--- src/rtl/decode_pkg.sv ---
// decode_pkg: mode encoding and one-hot helper shared by the decoder family.
package decode_pkg;
  typedef enum logic {MODE_DIRECT = 1'b0, MODE_SCAN = 1'b1} mode_e;
  localparam int ONEHOT_MAX = 64;
  function automatic logic [ONEHOT_MAX-1:0] onehot(input int unsigned idx, input int unsigned width);
    return (idx < width) ? ONEHOT_MAX'(1) << idx : '0;
  endfunction
endpackage

--- src/rtl/decode_onehot_scan_if.sv ---
// decode_onehot_scan_if: control inputs and registered outputs of the one-hot decoder.
interface decode_onehot_scan_if #(parameter int CODE_W = 2, parameter int N_OUT = 4);
  logic en;
  logic mode;
  logic code_valid;
  logic [CODE_W-1:0] code;
  logic [N_OUT-1:0] data;
  logic data_valid;
  logic [CODE_W-1:0] scan_idx;
  logic err;
  modport master(output en, mode, code_valid, code, input data, data_valid, scan_idx, err);
  modport slave(input en, mode, code_valid, code, output data, data_valid, scan_idx, err);
endinterface

--- src/rtl/tick_gen.sv ---
// tick_gen: prescaler counting enabled cycles; tick marks the last cycle of each period.
module tick_gen #(parameter int PRESCALE = 4) (
  input  logic clk,
  input  logic rst,
  input  logic clr,
  input  logic en,
  output logic tick
);
  localparam int PW = $clog2(PRESCALE + 1);
  logic [PW-1:0] cnt;
  assign tick = en && cnt == PW'(PRESCALE - 1);
  always_ff @(posedge clk) begin
    if (rst || clr) cnt <= '0;
    else if (en) cnt <= tick ? '0 : cnt + 1'b1;
  end
endmodule

--- src/rtl/decode_onehot_scan.sv ---
// decode_onehot_scan: registered binary-to-one-hot decoder with direct and scan modes.
// Define DECODE_ACTIVE_LOW_EN for inverted (active-low) data selects.
module decode_onehot_scan
  import decode_pkg::*;
#(
  parameter int CODE_W   = 2,
  parameter int N_OUT    = 4,
  parameter int PRESCALE = 4
) (
  input logic clk,
  input logic rst,
  decode_onehot_scan_if.slave bus
);
`ifdef DECODE_ACTIVE_LOW_EN
  localparam logic [N_OUT-1:0] POL = '1;
`else
  localparam logic [N_OUT-1:0] POL = '0;
`endif
  logic mode_q, mode_chg, tick, code_ok;
  logic [ONEHOT_MAX-1:0] code_oh, scan_oh;
  logic [N_OUT-1:0] data_q;
  logic [CODE_W-1:0] idx_q;
  logic dv_q, err_q;
  assign mode_chg = bus.mode != mode_q;
  assign code_ok = 32'(bus.code) < N_OUT;
  assign code_oh = onehot(32'(bus.code), N_OUT);
  assign scan_oh = onehot(32'(idx_q), N_OUT);
  // prescaler only advances while settled in scan mode
  tick_gen #(.PRESCALE(PRESCALE)) u_tick (
    .clk(clk),
    .rst(rst),
    .clr(rst | mode_chg),
    .en(bus.en & bus.mode & mode_q),
    .tick(tick)
  );
  always_ff @(posedge clk) begin
    if (rst) begin
      data_q <= POL;
      dv_q   <= 1'b0;
      err_q  <= 1'b0;
      idx_q  <= '0;
      mode_q <= MODE_DIRECT;
    end else begin
      mode_q <= bus.mode;
      if (mode_chg) begin
        data_q <= POL;
        dv_q   <= 1'b0;
        err_q  <= 1'b0;
        idx_q  <= '0;
      end else if (!bus.en) begin
        dv_q <= 1'b0;
      end else if (mode_q == MODE_DIRECT) begin
        dv_q <= bus.code_valid;
        if (bus.code_valid) begin
          data_q <= POL ^ (code_ok ? code_oh[N_OUT-1:0] : '0);
          err_q  <= !code_ok;
        end
      end else begin
        dv_q <= tick;
        if (tick) begin
          data_q <= POL ^ scan_oh[N_OUT-1:0];
          idx_q  <= idx_q == CODE_W'(N_OUT - 1) ? '0 : idx_q + 1'b1;
        end
      end
    end
  end
  assign bus.data       = data_q;
  assign bus.data_valid = dv_q;
  assign bus.err        = err_q;
  assign bus.scan_idx   = idx_q;
endmodule

--- src/flat_wrapper.sv ---
// flat-port wrapper written by rule: the top's interface ports become plain ports
module decode_onehot_scan_flat import decode_pkg::*;
#(
  parameter int CODE_W   = 2,
  parameter int N_OUT    = 4,
  parameter int PRESCALE = 4
)
  (clk, rst, bus_en, bus_mode, bus_code_valid, bus_code, bus_data, bus_data_valid, bus_scan_idx, bus_err);
  decode_onehot_scan_if #(.CODE_W(CODE_W), .N_OUT(N_OUT)) bus_i ();
  input logic clk;
  input logic rst;
  input wire logic [$bits(bus_i.en)-1:0] bus_en;
  input wire logic [$bits(bus_i.mode)-1:0] bus_mode;
  input wire logic [$bits(bus_i.code_valid)-1:0] bus_code_valid;
  input wire logic [$bits(bus_i.code)-1:0] bus_code;
  output wire logic [$bits(bus_i.data)-1:0] bus_data;
  output wire logic [$bits(bus_i.data_valid)-1:0] bus_data_valid;
  output wire logic [$bits(bus_i.scan_idx)-1:0] bus_scan_idx;
  output wire logic [$bits(bus_i.err)-1:0] bus_err;
  assign bus_i.en = bus_en;
  assign bus_i.mode = bus_mode;
  assign bus_i.code_valid = bus_code_valid;
  assign bus_i.code = bus_code;
  assign bus_data = bus_i.data;
  assign bus_data_valid = bus_i.data_valid;
  assign bus_scan_idx = bus_i.scan_idx;
  assign bus_err = bus_i.err;
  decode_onehot_scan #(.CODE_W(CODE_W), .N_OUT(N_OUT), .PRESCALE(PRESCALE)) u_core (.clk(clk), .rst(rst), .bus(bus_i));
endmodule
--- config.mk ---
export PLATFORM = sky130hd
export DESIGN_NAME = decode_onehot_scan_flat
export DESIGN_NICKNAME = d
export VERILOG_FILES = /design/src/rtl/decode_pkg.sv /design/src/rtl/decode_onehot_scan_if.sv /design/src/rtl/tick_gen.sv /design/src/rtl/decode_onehot_scan.sv /design/src/flat_wrapper.sv
export SDC_FILE = /design/constraint.sdc
export NUM_CORES = 1
export LEC_CHECK = 0
export CAP_MARGIN = 20
export CORE_MARGIN = 8
export CORE_UTILIZATION = 35
export CTS_CLUSTER_DIAMETER = 60
export CTS_CLUSTER_SIZE = 12
export DETAILED_ROUTE_END_ITERATION = 8
export PLACE_DENSITY = 0.75
export SETUP_SLACK_MARGIN = 0.4
export SLEW_MARGIN = 20
export SYNTH_ARGS = -nofsm -noshare
export SYNTH_HDL_FRONTEND = slang
export SYNTH_SLANG_ARGS = --single-unit
--- constraint.sdc ---
create_clock -name clk -period 1.5 [get_ports clk]
set_clock_uncertainty 0.1 [all_clocks]
set_input_delay 0.225 -clock clk [delete_from_list [all_inputs] [get_ports clk]]
set_output_delay 0.225 -clock clk [all_outputs]
set_load 0.01 [all_outputs]
# == Word-level counts from Yosys, hierarchy flattened ==
# Index checks and enable logic that the tools add are counted.
# op_classes
mux,6
n_eq_ne,4
n_addsub,2
bitwise,4
n_reduce_logical,7
shift,2
# op_table
operator,count
4-bit two-way mux,3
1-bit by 2-bit << shifter with 4-bit output (first input constant),2
3-bit AND reduction,2
3-bit by 1-bit adder with 3-bit output (second input constant),1
3-bit by 2-bit == test with 1-bit output (second input constant),1
3-bit two-way mux,1
3-bit OR reduction,1
2-bit by 1-bit adder with 2-bit output (second input constant),1
1-bit AND,2
2-bit == test (second input constant),1
2-bit two-way mux,1
2-bit inequality test (second input constant),1
2-bit nonzero test,1
2-bit OR reduction,1
1-bit logical AND,1
1-bit logical OR,1
1-bit two-way mux,1
1-bit inequality test,1
1-bit inverter,1
1-bit bitwise OR,1
# word_totals
ff_bits,11
output_inout_bits,8
inputBits,7

# == Depth between registers and ports, before layout ==
# Gate-level depths: netlist of run 1.
# logic_depth
word_depth,5
depth_mapped,6
mapped_depth_nobuf,6

# == Cells and area by module ==
# Synthesis of run 1 repeated with hierarchy kept, for this count alone.
# unflattened
hier_cells,57
hier_area_um2,546.8
# by_module_without_submodules
mod,n_inst,area_per_inst_um2,cells_per_inst
decode_onehot_scan,1,409.1,43
tick_gen,1,137.6,14

# == Least setup slack after synthesis of run 1 ==
# Ideal clock, no wire load.
# synth_path
path_kind,reg2reg
from,register u_core.u_tick.cnt[0]
to,"register u_core.data_q[0], in the netlist u_core.bus.data[0]"
n_path_buf,0
arrival_time_ns,1.275
path_stages_with_launch,6
setup_slack_ns,0.008
setup_ns,0.117
path_cell_list,dfxtp_1 ha_1 ha_1 a22oi_2 nor3b_4 a32o_2
# synth_between
elab_chain_cells,4
# synth_lines
element,line,source
from (decl),tick_gen.sv:10,logic [PW-1:0] cnt;
from (signal assigned),tick_gen.sv:14,else if (en) cnt <= tick ? '0 : cnt + 1'b1;
3-bit by 2-bit == test with 1-bit output,tick_gen.sv:11,assign tick = en && cnt == PW'(PRESCALE - 1);
1-bit logical AND,tick_gen.sv:11,
2-bit inequality test (no source line),n/a,
3-bit AND reduction (no source line),n/a,
to (signal assigned),decode_onehot_scan.sv:55,data_q <= POL ^ (code_ok ? code_oh[N_OUT-1:0] : '0);
to (signal assigned),decode_onehot_scan.sv:61,data_q <= POL ^ scan_oh[N_OUT-1:0];
to (decl),decode_onehot_scan.sv:21,logic [N_OUT-1:0] data_q;
# Every way passes these cells.
# A chain may end at the register's enable or synchronous reset.

# == Worst setup path in the final report of run 1 ==
# layout_path
from,register u_core.u_tick.cnt[1]
to,"register u_core.data_q[2], in the netlist u_core.bus.data[2]"
# Same word-level chain as after synthesis.

==> results.toml, run 1 <==
[clock_tree]
clock_tree.htree_level_count = 1
cts_tree = "built"
worst_setup_hold_path_clk_slew_ns = 0.07
max-clock-path-buffers = 2
clock_buffers_created_by_tritoncts = 3
cts_root_buffer = "sky130_fd_sc_hd__clkbuf_4"
clock_sinks = 11
clk-insertion-delay-late_ns = 0.27

[finish]
final_net_count = 87
fraction_of_layout_cells_with_a_size_suffix_above_1_pct = 55.3
synthToLayoutAreaGrowth_pct = 51.1
n_antenna_cell = 0
final_design_area_no_fill_um2 = 807
utilization_pct = 54.8
filler_cell_count_in_the_final_layout = 137

[global_routing]
first_global_vias = 480
antenna_found_initial = 0
grt_remaining_overflow = 0
grt_start_max_net_pins = 7
grt_use_total_pct = 9.50
grt_pass1_wl_um = 2100

[synth]
yosysWarningCount = 0
ys_seq_area_share_pct = 41.2
syn-cell-area_um2 = 534
synth_seq_cells = 11
syn_avg_cell_area_um2 = 10.1
post_synth_inst_count = 53
synth_fp_nets = 63
synth_cell_type_count = 22

[setup_path]
worstPathRequired_ns = 1.56
worst-r2r-setup-slack_ns = 0.08
worst_path_largest_cell_delay_ns = 0.34
critical_path.max_fanout = 5
critical_path.startpoint_type = "flop"
reg2regPathDepth = 5
crit-reg2reg-capture = "u_core.bus.data[2]"
timing_worst_setup_path_type = "reg2reg"
critical_path_cell_sequence = "ha_4, ha_4, a22oi_2, nor3b_4, a32o_2"
critPathSlowestCell = "sky130_fd_sc_hd__dfxtp_2"
critPathCaptureType = "flop"
crit_start = "u_core.u_tick.cnt[1]"
critical_path_arrival_ns = 1.48
rr_startpoint = "u_core.u_tick.cnt[1]"
crit_top_cell = "sky130_fd_sc_hd__ha_4"

[hold_path]
worst_hold_endpoint = "u_core.bus.data[0]"
hold_path_class = "reg2reg"
min-delay-start = "u_core.bus.data[0]"
whs_path_depth = 1

[timing]
hold_viol = 0
max_freq_ghz = 0.703
finalCritPeriodShare_pct = 94.8
finalSetupViolCount = 0
totalNegativeSetupSlack_ns = 0
layout_min_cycle_time_ns = 1.42
rsz0062_at_grt = "yes"
timing.final.ws_setup_ns = 0.0773
final-max-slew-violation-count = 0

[floorplan]
placeable_core_area_um2 = 1470
ioPinCount = 15
die_h_um = 55.1
initial_utilization_pct = 36.3
fp.dieW_um = 55.1
die_area_um2 = 3030
core.rowCount = 14

[power_and_ir_drop]
p_leak_nw = 0.349
worst_voltage_drop_across_the_vdd_grid_mv = 0.563
power-per-cell-area_nw_per_um2 = 713

[place]
place.port_buffers = 13
place_worst_setup_slack_ns = -0.177
detailedPlacementHpwl_um = 874
placed_cell_area_um2 = 734
finalWeightedCongestion = 0.736

[routing]
dr.first_iter.drc_count = 4
ant_nets = 0
route.detailed.vias_per_inst = 5.10
route.detailed.drc = 0
dr.pass1.iters = 4
finalWirelength_um = 1310
vias = 469
post_drt_wl_per_cell_um = 14.3

[job]
max_cap_violations = 0

[run_status]
status = "finished clean"
[Yosys cell counts, drive strengths merged]
library cell | n | share of area [%]
dfxtp | 11 | 41
mux2i | 3 | 5.6
nand4 | 1 | 1.2
nand3 | 1 | 0.94
nand2 | 4 | 2.8
ha | 3 | 7.0
mux2 | 2 | 4.2
a22oi | 1 | 2.3
nor3b | 2 | 4.9
buf | 2 | 3.5
nor3 | 3 | 2.8
conb | 1 | 0.70
a32o | 4 | 8.4
and2 | 1 | 1.6
nor2 | 6 | 4.7
o21bai | 1 | 1.4
nor2b | 1 | 1.2
inv | 1 | 0.70
a21oi | 5 | 4.7
[where the power goes]
part	switching (mW)	leakage (nW)	internal [mW]	total (mW)
clock	0.0964	0.0150	0.103	0.199
combinational	0.0353	0.241	0.0411	0.0763
sequential	0.00401	0.0923	0.296	0.300
total	0.136	0.349	0.440	0.576
[sequential cells by signal, summed over array words and instances (netlist names)]
signal,flops
u_core.bus.data,4
u_core.bus.data_valid,1
u_core.mode_q,1
u_core.bus.scan_idx,2
u_core.u_tick.cnt,3
[cells in the final DEF, fill, tap and decap left out, types with 2 or more instances in the layout]
cell                              Yosys  final
sky130_fd_sc_hd__a21oi_1              5      5
sky130_fd_sc_hd__a32o_2               4      4
sky130_fd_sc_hd__buf_2                0      5
sky130_fd_sc_hd__buf_4                1      6
sky130_fd_sc_hd__buf_6                1      3
sky130_fd_sc_hd__clkbuf_4             0      3
sky130_fd_sc_hd__clkdlybuf4s50_1      0      5
sky130_fd_sc_hd__dfxtp_1             11      4
sky130_fd_sc_hd__dfxtp_2              0      7
sky130_fd_sc_hd__ha_4                 0      2
sky130_fd_sc_hd__mux2_2               2      2
sky130_fd_sc_hd__mux2i_1              3      3
sky130_fd_sc_hd__nand2_1              4      4
sky130_fd_sc_hd__nor2_1               5      5
sky130_fd_sc_hd__nor3_4               0      2
[layout make-up]
class	count	area, um2	area share, %
Multi-Input combinational cell	39	360	44.7
Tap cell	16	20.0	2.48
Inverter	1	3.75	0.465
Clock buffer	4	26.3	3.26
Sequential cell	11	229	28.4
Timing Repair Buffer	21	168	20.8
[routing by layer]
metal  track usage (%)  part of all wire, %  routed length (um)  up-vias
met1              10.9                   43                 567      217
met5                 0                    0                   0        -
met4              3.60                  1.1                  15        0
li1                  -                    -                   -      236
met2              14.9                   46                 603       14
met3              4.55                  9.7                 127        2
[repair_timing]
action	4_1_cts	5_1_grt
endpoints found under the setup margin	17	13
pin swaps	7	5
hold endpoints to repair	0	0
resized for setup	36	7
setup buffers	3	0
hold buffers	0	0
[logic make-up after synthesis]
family / count (synthesis) / synth area share, %
flip-flops: 11 / 41.2
AND/OR/NAND/NOR: 19 / 20.1
adder cells (fa/ha/maj): 3 / 7.03
other: 1 / 0.702
buffers and inverters: 3 / 4.22
AO/OA/AOI/OAI: 11 / 16.9
multiplexers: 5 / 9.84
[critical path, delay by kind of cell (launching register included)]
kind | cells | cell delay (ns)
adders and majority gates | 2 | 0.32
DFF | 1 | 0.34
and+or+nand+nor | 1 | 0.09
AOI/OAI and AO/OA | 2 | 0.47
[metrics by stage]
step	hold WS, ns	std cells	total power, mW
global route	0.384	92	0.607
CTS	0.374	92	0.587
floorplan	0.197	53	0.342
finish	0.368	92	0.576
global placement	0.360	85	0.377
detailed placement	0.362	85	0.378
[worst max-delay path by stage]
stage | slack [ns] | endpoint
detailed placement | -0.18 | u_core.bus.data[2]
finish | 0.08 | u_core.bus.data[2]
global placement | -0.12 | u_core.bus.data[2]
floorplan | 0.1 | u_core.bus.data[2]
global route | 0.02 | u_core.bus.scan_idx[0]
CTS | 0.08 | u_core.bus.data[2]
Power figures use the tool's default switching activity.
==> run 2: changes to the inputs <==
CAP_MARGIN = not set   (was 20)
PLACE_DENSITY = 0.73   (was 0.75)
clock period = 1.4 ns   (was 1.5 ns; I/O delays follow)
==> run 2 against run 1 <==
Effect of this change: the flow now finishes with violations (setup timing); worst hold slack gained 0.0034 ns; fmax grew 0.71%; first-iteration DRC count is the same; worst setup slack lost 0.090 ns; register-to-register slack lost 0.09 ns; critical path depth is the same; global-route usage shrank 0.28 points; sequential share of layout area shrank 1.1 points; largest power group unchanged; sequential power grew 7.0%; die area is the same.
==> results.toml, run 2 (same netlist as run 1, synthesis figures left out) <==
[setup_path]
timing_worst_setup_path_type = "reg2reg"
crit-reg2reg-capture = "u_core.bus.data[2]"
critical_path_buf_inv_count = 0
critPathCaptureType = "flop"
worst-r2r-setup-slack_ns = -0.01
critical_path.startpoint_type = "flop"
critical_path.max_fanout = 5
worst_path_largest_cell_delay_ns = 0.34
reg2regPathDepth = 5
rr_startpoint = "u_core.u_tick.cnt[1]"
critical_path_arrival_ns = 1.48
critPathSlowestCell = "sky130_fd_sc_hd__dfxtp_2"
crit_top_cell = "sky130_fd_sc_hd__ha_4"
worstPathRequired_ns = 1.47
critical_path_cell_sequence = "ha_4, ha_4, a22oi_2, nor3b_4, a32o_2"
critical-path-top-delay-family = "compound AO/OA/AOI/OAI gates"

[global_routing]
antenna_found_initial = 0
grt_start_max_net_pins = 8
grt_use_total_pct = 9.21
first_global_vias = 489
grt_pass1_wl_um = 2000
grt_remaining_overflow = 0

[routing]
post_drt_wl_per_cell_um = 14.4
finalWirelength_um = 1360
dr.first_iter.drc_count = 4
vias = 481
dr.pass1.iters = 2
route.detailed.vias_per_inst = 5.06
route.detailed.drc = 0
ant_nets = 0

[clock_tree]
clk-insertion-delay-late_ns = 0.27
clock_buffers_created_by_tritoncts = 3
cts_root_buffer = "sky130_fd_sc_hd__clkbuf_4"
worst_setup_hold_path_clk_slew_ns = 0.07
clock_sinks = 11
max-clock-path-buffers = 2
cts_tree = "built"
ctsHoldBuffers = 0
clock_tree.htree_level_count = 1

[timing]
hold_viol = 0
finalSetupViolCount = 3
timing.final.ws_setup_ns = -0.0127
final-max-slew-violation-count = 0
layout_min_cycle_time_ns = 1.41
max_freq_ghz = 0.708
finalCritPeriodShare_pct = 101
rsz0062_at_grt = "yes"
totalNegativeSetupSlack_ns = -0.0146

[finish]
layout_common_cells = "sky130_fd_sc_hd__buf_4 (10), sky130_fd_sc_hd__dfxtp_2 (7), sky130_fd_sc_hd__buf_6 (6), sky130_fd_sc_hd__nor2_1 (5), sky130_fd_sc_hd__clkdlybuf4s50_1 (5)"
layout.cells.most_common = "sky130_fd_sc_hd__buf_4"
utilization_pct = 57.9
fraction_of_layout_cells_with_a_size_suffix_above_1_pct = 59.5
largest_register_ffs = 4
n_antenna_cell = 0
filler_cell_count_in_the_final_layout = 120
synthToLayoutAreaGrowth_pct = 59.5
final_net_count = 90

[power_and_ir_drop]
worst_voltage_drop_across_the_vdd_grid_mv = 0.399
power-per-cell-area_nw_per_um2 = 735
p_leak_nw = 0.367
report.power.total_mw = 0.626

[hold_path]
worst_hold_endpoint = "u_core.bus.data[2]"
whs_path_depth = 1
min-delay-start = "u_core.bus.data[2]"
hold_path_class = "reg2reg"

[place]
detailedPlacementHpwl_um = 962
place.port_buffers = 13
finalWeightedCongestion = 0.726

[floorplan]
core.rowCount = 14
fp.dieW_um = 55.1
placeable_core_area_um2 = 1470
die_area_um2 = 3030
ioPinCount = 15
die_h_um = 55.1
initial_utilization_pct = 36.3

[job]
max_cap_violations = 0

[run_status]
violations = "setup timing"
status = "finished with violations"
run 2: routing by layer:
metal | share of wire [%] | vias to the layer above | GRT usage (%)
li1 | - | 245 | -
met1 | 40 | 222 | 8.88
met2 | 54 | 9 | 16.2
met3 | 3.0 | 5 | 2.41
met4 | 3.4 | 0 | 7.20
met5 | 0 | - | 0
run 2: worst reg2reg max path, stage by stage, from the launching register on:
cell and delay, ns:
sky130_fd_sc_hd__dfxtp_2 0.34, sky130_fd_sc_hd__ha_4 0.16, sky130_fd_sc_hd__ha_4 0.16, sky130_fd_sc_hd__a22oi_2 0.21
sky130_fd_sc_hd__nor3b_4 0.09, sky130_fd_sc_hd__a32o_2 0.26
run 2: repair_timing:
item / CTS / global route
buffers inserted: 1 / 1
gates resized for setup: 44 / 5
endpoints found under the setup margin: 17 / 17
pin swaps: 5 / 5
run 2: stage by stage:
step | area, um2 | cells | setup WS, ns | hold WS, ns
3_3_place_gp | 764 | 89 | -0.223 | 0.357
4_1_cts | 825 | 94 | -0.0177 | 0.373
3_5_place_dp | 764 | 89 | -0.258 | 0.360
2_1_floorplan | 566 | 53 | -0.000505 | 0.182
6_report | 852 | 95 | -0.0127 | 0.372
5_1_grt | 852 | 95 | -0.0378 | 0.401
run 2: layout make-up:
cell class                 instances  area, um2  share of cell area, %
multi-input combinational         39        358                   42.0
sequential                        11        233                   27.3
timing repair buffer              24        211                   24.8
clock buffer                       4       26.3                   3.08
tap                               16       20.0                   2.35
inverter                           1       3.75                  0.441
run 2: worst max path at each step:
| stage | cells past startpoint | startpoint | end |
|---|---|---|---|
| CTS | 5 | u_core.u_tick.cnt[1] | u_core.bus.data[3] |
| finish | 5 | u_core.u_tick.cnt[1] | u_core.bus.data[2] |
| global placement | 5 | bus_mode | u_core.bus.data[3] |
| detailed placement | 5 | bus_mode | u_core.bus.data[1] |
| floorplan | 5 | u_core.u_tick.cnt[0] | u_core.bus.data[2] |
| global route | 7 | u_core.u_tick.cnt[1] | u_core.bus.scan_idx[0] |
run 2: power breakdown:
group / switching [mW] / internal (mW)
Clock: 0.109 / 0.110
Combinational: 0.0385 / 0.0467
Sequential: 0.00504 / 0.316
==> run 3: changes to the inputs <==
clock period = 1.7 ns   (was 1.4 ns; I/O delays follow)
==> run 3 against run 2 <==
Effect of this change: the flow now finishes without violations; worst hold slack worse by 0.031 ns; count of clock-buffer cells in the layout unchanged; core utilization down 4.3 points; first-iteration DRC count up 25%; cell count down 7.4%; power down 20%; die area unchanged; highest routed layer unchanged; flip-flop and latch count unchanged; combinational power down 29%.
==> results.toml, run 3 (same netlist as run 1, synthesis figures left out) <==
[floorplan]
die_area_um2 = 3030
ioPinCount = 15
die_h_um = 55.1
placeable_core_area_um2 = 1470
initial_utilization_pct = 36.3
core.rowCount = 14
fp.dieW_um = 55.1

[power_and_ir_drop]
power-per-cell-area_nw_per_um2 = 632
netSwitchingPower_mw = 0.115
worst_voltage_drop_across_the_vdd_grid_mv = 0.270
power.share.switching_pct = 23.0
p_leak_nw = 0.337
combinationalPowerShare_pct = 12.1
power.share.clock_pct = 34.6
power_frac_seq_pct = 53.3
internal-power_mw = 0.384
report.power.total_mw = 0.499

[global_routing]
antenna_found_initial = 0
grt_use_total_pct = 8.74
grt_start_max_net_pins = 9
grt_remaining_overflow = 0
grt_pass1_wl_um = 1930
first_global_vias = 450

[routing]
wl_met1_um = 535
vias = 463
post_drt_wl_per_cell_um = 13.8
route.detailed.drc = 0
routed-wl-met3_um = 62
top_layer_used = "met4"
dr_wl_met2_um = 578
dr.pass1.iters = 2
finalWirelength_um = 1210
dr.first_iter.drc_count = 5
ant_nets = 0
route.detailed.vias_per_inst = 5.26

[setup_path]
crit-reg2reg-capture = "u_core.bus.data[2]"
critical_path.max_fanout = 5
critPathSlowestCell = "sky130_fd_sc_hd__dfxtp_2"
critical_path_cell_sequence = "ha_4, ha_4, a22oi_2, nor3b_4, a32o_2"
worstPathRequired_ns = 1.76
worst-r2r-setup-slack_ns = 0.29
crit_top_cell = "sky130_fd_sc_hd__ha_4"
timing_worst_setup_path_type = "reg2reg"
critical_path.startpoint_type = "flop"
rr_startpoint = "u_core.u_tick.cnt[0]"
critPathCaptureType = "flop"
critical_path_buf_inv_count = 0
reg2regPathDepth = 5
critical_path_arrival_ns = 1.47
worst_path_largest_cell_delay_ns = 0.34
critical-path-top-delay-family = "compound AO/OA/AOI/OAI gates"

[clock_tree]
clock_buffers_created_by_tritoncts = 3
cts_root_buffer = "sky130_fd_sc_hd__clkbuf_4"
ctsHoldBuffers = 0
clk-insertion-delay-late_ns = 0.26
cts_tree = "built"
worst_setup_hold_path_clk_slew_ns = 0.07
clock_tree.htree_level_count = 1
max-clock-path-buffers = 2
clock_sinks = 11

[timing]
final-max-slew-violation-count = 0
hold_viol = 0
timing.final.ws_setup_ns = 0.293
rsz0062_at_grt = "yes"
hold_slack_ns = 0.341
finalCritPeriodShare_pct = 82.8
finalSetupViolCount = 0
totalNegativeSetupSlack_ns = 0
max_freq_ghz = 0.711
layout_min_cycle_time_ns = 1.41

[place]
detailedPlacementHpwl_um = 913
place.port_buffers = 13
placed_cell_area_um2 = 708
dpl.cell_count = 82
place_worst_setup_slack_ns = 0.0416
finalWeightedCongestion = 0.728

[hold_path]
worst_hold_endpoint = "u_core.mode_q"
hold_path_class = "in2reg"
whs_path_depth = 3
min-delay-start = "bus_mode"

[finish]
filler_cell_count_in_the_final_layout = 140
final_net_count = 83
layout_common_cells = "sky130_fd_sc_hd__dfxtp_1 (6), sky130_fd_sc_hd__nor2_1 (5), sky130_fd_sc_hd__clkdlybuf4s50_1 (5), sky130_fd_sc_hd__dfxtp_2 (5)"
largest_register_ffs = 4
layout.cells.most_common = "sky130_fd_sc_hd__dfxtp_1"
utilization_pct = 53.7
synthToLayoutAreaGrowth_pct = 47.8
post_layout_nonfiller_instances = 88
final_design_area_no_fill_um2 = 790
n_antenna_cell = 0
fraction_of_layout_cells_with_a_size_suffix_above_1_pct = 40.3

[run_status]
status = "finished clean"

[job]
max_cap_violations = 0
==> run 3: cell count changes in the layout (fill, tap and decap cells not counted) <==
cell                              before  now
sky130_fd_sc_hd__buf_6                 6    0
sky130_fd_sc_hd__o21bai_1              0    1
sky130_fd_sc_hd__o21bai_2              1    0
sky130_fd_sc_hd__dfxtp_4               1    0
sky130_fd_sc_hd__dfxtp_1               3    6
sky130_fd_sc_hd__dlymetal6s2s_1        0    1
sky130_fd_sc_hd__buf_2                 2    0
sky130_fd_sc_hd__dfxtp_2               7    5
sky130_fd_sc_hd__buf_4                10    4
sky130_fd_sc_hd__dlygate4sd2_1         1    3
sky130_fd_sc_hd__clkdlybuf4s15_1       0    4
==> run 3: cell type report <==
type	instances	area (um2)	area share (%)
inverter	1	3.75	0.475
clock buffer	4	26.3	3.33
sequential	11	226	28.7
multi-input combinational	39	354	44.8
timing repair buffer	17	159	20.1
tap	16	20.0	2.54
==> run 3: power groups by stage <==
stage | Sequential (mW) | Combinational, mW | Clock [mW]
after floorplan | 0.269 | 0.0320 | 0
after global placement | 0.271 | 0.0563 | 0
after detailed placement | 0.271 | 0.0564 | 0
after CTS | 0.266 | 0.0572 | 0.179
after global routing | 0.267 | 0.0650 | 0.196
final | 0.266 | 0.0602 | 0.173
==> run 3: worst max path at each step <==
stage | startpoint | end | slack, ns | cells after the start
final | u_core.u_tick.cnt[0] | u_core.bus.data[2] | 0.29 | 5
after CTS | u_core.u_tick.cnt[0] | u_core.bus.data[2] | 0.29 | 5
after global routing | u_core.u_tick.cnt[0] | u_core.bus.data[2] | 0.27 | 5
after detailed placement | bus_mode | u_core.bus.data[2] | 0.04 | 5
after global placement | bus_mode | u_core.bus.data[0] | 0.05 | 5
after floorplan | u_core.u_tick.cnt[0] | u_core.bus.data[2] | 0.30 | 5
==> run 3: per-layer routing <==
layer / GRT usage [%] / up-vias
li1: - / 232
met1: 10.6 / 219
met2: 12.5 / 10
met3: 2.41 / 2
met4: 7.20 / 0
met5: 0 / -
==> run 3: worst reg2reg max path, delay by kind of cell (launching register included) <==
| kind | cells | cell delay [ns] |
|---|---|---|
| flops | 1 | 0.34 |
| fa+ha+maj | 2 | 0.33 |
| compound gates | 2 | 0.46 |
| simple gates | 1 | 0.08 |
==> run 3: timing repair <==
| action | 4_1_cts | 5_1_grt |
|---|---|---|
| pin swaps | 6 | 1 |
| setup buffers | 2 | 0 |
| gates resized for setup | 12 | 10 |
| cloned | 0 | 0 |
| setup endpoints to repair | 14 | 13 |
